==> src/rtl/stream_mux2_rr.sv <==
// Two-source round-robin stream merge into one registered output word tagged with its source index.
// Latency: one cycle. Backpressure: out_valid & !out_ready drops both input readys, and the held word stays stable.
module stream_mux2_rr #(
    parameter int WIDTH = 8,
    parameter int CNT_W = 8
) (
    input  logic             clk,
    input  logic             rst,
    input  logic [WIDTH-1:0] i0_data,
    input  logic             i0_valid,
    output logic             i0_ready,
    input  logic [WIDTH-1:0] i1_data,
    input  logic             i1_valid,
    output logic             i1_ready,
    output logic [WIDTH-1:0] out_data,
    output logic             out_sel,
    output logic             out_valid,
    input  logic             out_ready,
    output logic [CNT_W-1:0] cnt0,
    output logic [CNT_W-1:0] cnt1
);

    typedef struct packed {
        logic             sel;
        logic [WIDTH-1:0] data;
    } word_t;

    typedef enum logic {
        EMPTY = 1'b0,
        FULL  = 1'b1
    } state_t;

    localparam logic [CNT_W-1:0] CNT_MAX = '1;

    state_t           state;
    state_t           state_nxt;
    word_t            word_q;
    word_t            word_nxt;
    logic             last_grant;
    logic             last_grant_nxt;
    logic             load;
    logic             grant;
    logic             take0;
    logic             take1;
    logic [CNT_W-1:0] cnt0_q;
    logic [CNT_W-1:0] cnt1_q;

    always_ff @(posedge clk) begin
        if (rst) begin
            state      <= EMPTY;
            word_q     <= '0;
            last_grant <= 1'b1;
        end else begin
            state      <= state_nxt;
            word_q     <= word_nxt;
            last_grant <= last_grant_nxt;
        end
    end

    always_comb begin
        load           = (state == EMPTY) || out_ready;
        grant          = ~last_grant;
        state_nxt      = state;
        word_nxt       = word_q;
        last_grant_nxt = last_grant;

        // A lone requester always wins; a tie goes to whoever lost last time.
        if (i0_valid && i1_valid) begin
            grant = ~last_grant;
        end else if (i1_valid) begin
            grant = 1'b1;
        end else if (i0_valid) begin
            grant = 1'b0;
        end

        i0_ready = load && !grant && !rst;
        i1_ready = load &&  grant && !rst;
        take0    = i0_valid && i0_ready;
        take1    = i1_valid && i1_ready;

        if (take0) begin
            state_nxt      = FULL;
            word_nxt       = '{sel: 1'b0, data: i0_data};
            last_grant_nxt = 1'b0;
        end else if (take1) begin
            state_nxt      = FULL;
            word_nxt       = '{sel: 1'b1, data: i1_data};
            last_grant_nxt = 1'b1;
        end else if (load) begin
            state_nxt = EMPTY;
        end
    end

    // Statistics counters stick at all-ones rather than wrapping.
    always_ff @(posedge clk) begin
        if (rst) begin
            cnt0_q <= '0;
            cnt1_q <= '0;
        end else begin
            if (take0 && (cnt0_q != CNT_MAX)) begin
                cnt0_q <= cnt0_q + 1'b1;
            end
            if (take1 && (cnt1_q != CNT_MAX)) begin
                cnt1_q <= cnt1_q + 1'b1;
            end
        end
    end

    assign out_valid = (state == FULL);
    assign out_data  = word_q.data;
    assign out_sel   = word_q.sel;
    assign cnt0      = cnt0_q;
    assign cnt1      = cnt1_q;

endmodule

==> config.mk <==
export PLATFORM = sky130hd
export DESIGN_NAME = stream_mux2_rr
export DESIGN_NICKNAME = d
export VERILOG_FILES = /design/src/rtl/stream_mux2_rr.sv
export SDC_FILE = /design/constraint.sdc
export NUM_CORES = 1
export LEC_CHECK = 0
export CAP_MARGIN = 20
export CORE_MARGIN = 3
export CORE_UTILIZATION = 46
export DETAILED_ROUTE_END_ITERATION = 16
export PLACE_DENSITY = 0.88
export SYNTH_ARGS = -nofsm -noshare
export SYNTH_HDL_FRONTEND = slang
export SYNTH_SLANG_ARGS = --single-unit
==> constraint.sdc <==
create_clock -name clk -period 4.7 [get_ports clk]
set_input_delay 0.94 -clock clk [delete_from_list [all_inputs] [get_ports clk]]
set_output_delay 0.94 -clock clk [all_outputs]
set_load 0.005 [all_outputs]
### Word-level counts from Yosys, hierarchy flattened

Index checks and enable logic that the tools add are counted.

| storage, ports and cells | value |
|---|---|
| flip-flop bits (word level) | 27 |
| input bits | 21 |
| output and inout bits | 28 |
| word-level logic and storage cells | 37 |

| cells by class | value |
|---|---|
| add/sub/neg operators | 2 |
| equality and inequality tests | 2 |
| multiplexer cells | 10 |
| bitwise logic cells | 2 |
| reductions and logical operators | 15 |

Operators by type and width:

| operator | number |
|---|---|
| adder 8 x 1 -> 8 bit, second input constant | 2 |
| two-way mux 8 bit | 2 |
| != test 8 bit, second input constant | 2 |
| logical AND 1 bit | 9 |
| two-way mux 1 bit | 8 |
| nonzero test 3 bit | 1 |
| zero test 1 bit | 2 |
| inverter 1 bit | 2 |
| nonzero test 2 bit | 1 |
| OR reduction 2 bit | 1 |
| logical OR 1 bit | 1 |

### Depth between registers and ports, before layout

| logic depth | value |
|---|---|
| depth after elaboration | 9 |
| mapped depth | 7 |
| mapped depth without buffers | 5 |

### Least setup slack after synthesis

No wires, ideal clock.

| path | value |
|---|---|
| path type | in2out |
| from | input port rst |
| to | output port i0_ready |
| arrival | 1.572 ns |
| required time | 3.760 ns |
| path slack | 2.188 ns |
| stages | 4 |
| path buffers | 2 |
| cell sequence | clkbuf_1 > inv_1 > clkbuf_1 > and3_1 |

| between the ends | value |
|---|---|
| cells in the longest elaborated chain, start to end | 2 |

RTL lines:

| item | line | text |
|---|---|---|
| from (decl) | 8 | `input logic rst,` |
| zero test 1 bit | 76 | `i0_ready = load && !grant && !rst;` |
| logical AND 1 bit | 76 |  |
| to (decl) | 11 | `output logic i0_ready,` |

Every way passes these cells.

### Worst setup path in the final report

| path | value |
|---|---|
| from | input port i1_valid |
| to | output port i1_ready |

| between the ends | value |
|---|---|
| cells in the longest elaborated chain, start to end | 4 |
| elaborated cells on any way between the ends | 5 |
| classes of those cells | mux (2); reduce/logical (3) |

RTL lines:

| item | line | text |
|---|---|---|
| from (decl) | 13 | `input logic i1_valid,` |
| two-way mux 1 bit or logical AND 1 bit (tied branches) | 70, 68 |  |
| two-way mux 1 bit (*) | 68 | `if (i0_valid && i1_valid) begin` |
| logical AND 1 bit (*) (2 in a row) | 77 | `i1_ready = load && grant && !rst;` |
| to (decl) | 14 | `output logic i1_ready,` |

Mark *: on every way between the ends. The rest lies on a longest branch, timed or not.

==> flow_metrics.py <==
metrics = {
    "yosys": {
        "syn-num-nets": 172,
        "netlist_instances": 149,
        "postSynth.asyncResetShare_pct": 0,
        "syn_avg_cell_area_um2": 8.50,
        "ys_types": 38,
        "synthMuxAreaShare_pct": 1.68,
        "synthAdderAreaFrac_pct": 2.77,
        "ys_seq_elements": 27,
        "synth_compound_area_share_pct": 23.8,
        "synth-simple-area-share_pct": 24.4,
        "syn_area_um2": 1270,
        "synthXorXnorAreaFrac_pct": 0,
        "synth_edf_count": 0,
        "yosys_most_used_dff": "dfxtp_1",
        "yosysSeqAreaShare_pct": 42.7,
        "synth_top_family_by_area": "simple AND/OR/NAND/NOR gates",
        "ys_warn_count": 0,
    },
    "sta": {
        "finalSetupViolCount": 0,
        "finalCritPeriodShare_pct": 75.0,
        "tightest_slew_ps": 881,
        "fin_worst_skew_ps": 15.7,
        "tns_ps": 0,
        "post-route-min-period_ps": 3530,
        "grt_setup_unrepaired": "false",
        "slew_headroom_pct": 40.8,
        "slew_viol_final": 0,
        "hold_viol_final": 0,
        "fmax_mhz": 284,
    },
    "worst_hold_path": {
        "hold_start": "out_data[2]",
        "min_path_cells": 2,
        "hold_class": "flop to flop",
        "hold_end": "out_data[2]",
    },
    "clocking": {
        "hold_buffers": 0,
        "cts_setup_buffers": 0,
        "cts_resized": 0,
        "clock-sinks": 27,
        "clockBufferDepth": 2,
        "clk_pin_slew_ps": 140,
        "insertion_delay_ps": 330,
        "htreeDepth": 1,
        "cts_tree": "done",
        "cts_buffers": 3,
        "cts_root_buf": "clkbuf_4",
    },
    "setup_path": {
        "cp.arrival_ps": 2590,
        "critPathLaunchType": "primary input",
        "end_kind": "output pin",
        "path_class": "primary input to output pin",
        "r2r_slack_ps": 2730,
        "r2r-start": "cnt0[0]",
        "reg2reg_depth": 5,
        "reg2reg_to": "cnt0[7]",
        "cp_data_required_time_ps": 3760,
        "cp_max_fo": 5,
    },
    "global_route": {
        "grt_util_all_layers_pct": 19.4,
        "grt.overflow.total": 0,
        "grt_pass1_wl_um": 5260,
        "antenna_found_initial": 0,
        "grt_max_degree": 27,
        "grt_pass1_vias": 1259,
    },
    "routing": {
        "drt-total-wl_um": 3170,
        "via_count": 1320,
        "drtIter0Drc": 42,
        "drt-vias-per-instance": 5.92,
        "drt-pass1-iter-count": 4,
        "avgRoutedWirePerCell_um": 14.2,
        "drc_errors": 0,
        "postRouteAntennaNets": 0,
    },
    "layout": {
        "final_cell_mix": "clkdlybuf4s50_1, dfxtp_1, a21oi_1, nand2_1, a22oi_1",
        "drive_gt1_share_pct": 5.70,
        "area_growth_pct": 41.3,
        "fillers": 198,
        "diodes": 0,
        "final_util_pct": 70.3,
        "fin_nets": 217,
        "layout_commonest_cell": "clkdlybuf4s50_1",
    },
    "floorplanning": {
        "ios": 49,
        "dieArea_um2": 3420,
        "start_util_pct": 49.8,
        "die_h_um": 58.5,
        "placementRows": 18,
        "dieWidth_um": 58.5,
        "core-area_um2": 2540,
    },
    "placed_design": {
        "hpwl_um": 2400,
        "finalWeightedCongestion": 0.852,
        "port_buffers": 48,
    },
    "run_status": {
        "status": "complete, no violations",
    },
    "job": {
        "maxCapViolCount": 0,
    },
    "power_and_ir_drop": {
        "power_leakage_uw": 0.000605,
        "peakVddDrop_mv": 0.159,
        "p_per_area_nw_per_um2": 230,
    },
}
==> cell usage after synthesis (2+ instances only) <==
library cell,count,area share (%)
dfxtp_1,27,43
a21oi_1,18,7.1
nand2_1,16,4.7
a22oi_1,8,4.7
clkbuf_1,8,2.4
nand4_1,6,3.0
inv_1,5,1.5
nor3_1,5,2.0
o21ai_0,5,2.0
o311ai_0,5,3.5
nand3_1,4,1.6
nor2_1,4,1.2
o31ai_1,4,2.4
or4_1,4,2.4
and4_1,3,2.1
or3_1,3,1.5
ha_1,2,2.0
nand3b_1,2,1.2
==> registers in the layout, indices dropped and copies added (netlist names) <==
register,cells
cnt1,8
out_valid,1
last_grant,1
out_sel,1
out_data,8
cnt0,8
==> critical path, cell delays in order <==
cell and delay, ps:
clkdlybuf4s50_1 530, inv_1 60, maj3_1 370, nor3_1 140, clkdlybuf4s50_1 550
==> cell families after synthesis <==
group / after synthesis
and+or+nand+nor: 56
AOI/OAI and AO/OA: 46
DFF: 27
buffers and inverters: 15
adders and majority gates: 3
muxes: 2
==> where the power goes <==
part | internal (µW) | total [µW] | leakage, µW | switching, µW
clock | 32.6 | 104 | 0.0000139 | 70.9
sequential | 236 | 242 | 0.000219 | 5.25
combinational | 38.3 | 65.3 | 0.000372 | 27.1
==> per-layer routing <==
layer	wire [µm]	share of wire, %	vias up	GRT usage (%)
met4	59	1.9	0	9.93
li1	-	-	650	-
met3	141	4.4	7	3.95
met2	1620	51	38	32.9
met5	0	0	-	0
met1	1350	42	625	23.1
==> per-stage QoR <==
| stage | setup WS (ps) | cells | area (µm²) | total power, µW | hold slack [ps] |
|---|---|---|---|---|---|
| global placement | 1200 | 219 | 1760 | 310 | 442 |
| detailed placement | 1180 | 219 | 1760 | 312 | 451 |
| global route | 1100 | 223 | 1790 | 432 | 501 |
| finish | 1170 | 223 | 1790 | 411 | 469 |
| CTS | 1180 | 223 | 1790 | 413 | 473 |
| floorplan | 2190 | 149 | 1270 | 272 | 453 |
==> cell type report <==
class | instances | area [µm²] | share of cell area [%]
Tap cell | 30 | 37.5 | 2.10
Inverter | 5 | 18.8 | 1.05
Clock buffer | 3 | 22.5 | 1.26
Clock inverter | 1 | 7.51 | 0.420
Multi-Input combinational cell | 107 | 667 | 37.3
Timing Repair Buffer | 50 | 495 | 27.7
Sequential cell | 27 | 541 | 30.2
==> how the worst max path moves through the flow <==
stage | endpoint | startpoint | cells after the start
after global placement | i1_ready | i1_valid | 5
final | i1_ready | i1_valid | 5
after floorplan | i0_ready | rst | 4
after CTS | i1_ready | i1_valid | 5
after detailed placement | i1_ready | i1_valid | 5
after global routing | i0_ready | rst | 5
(Power assumes the default switching activity.)
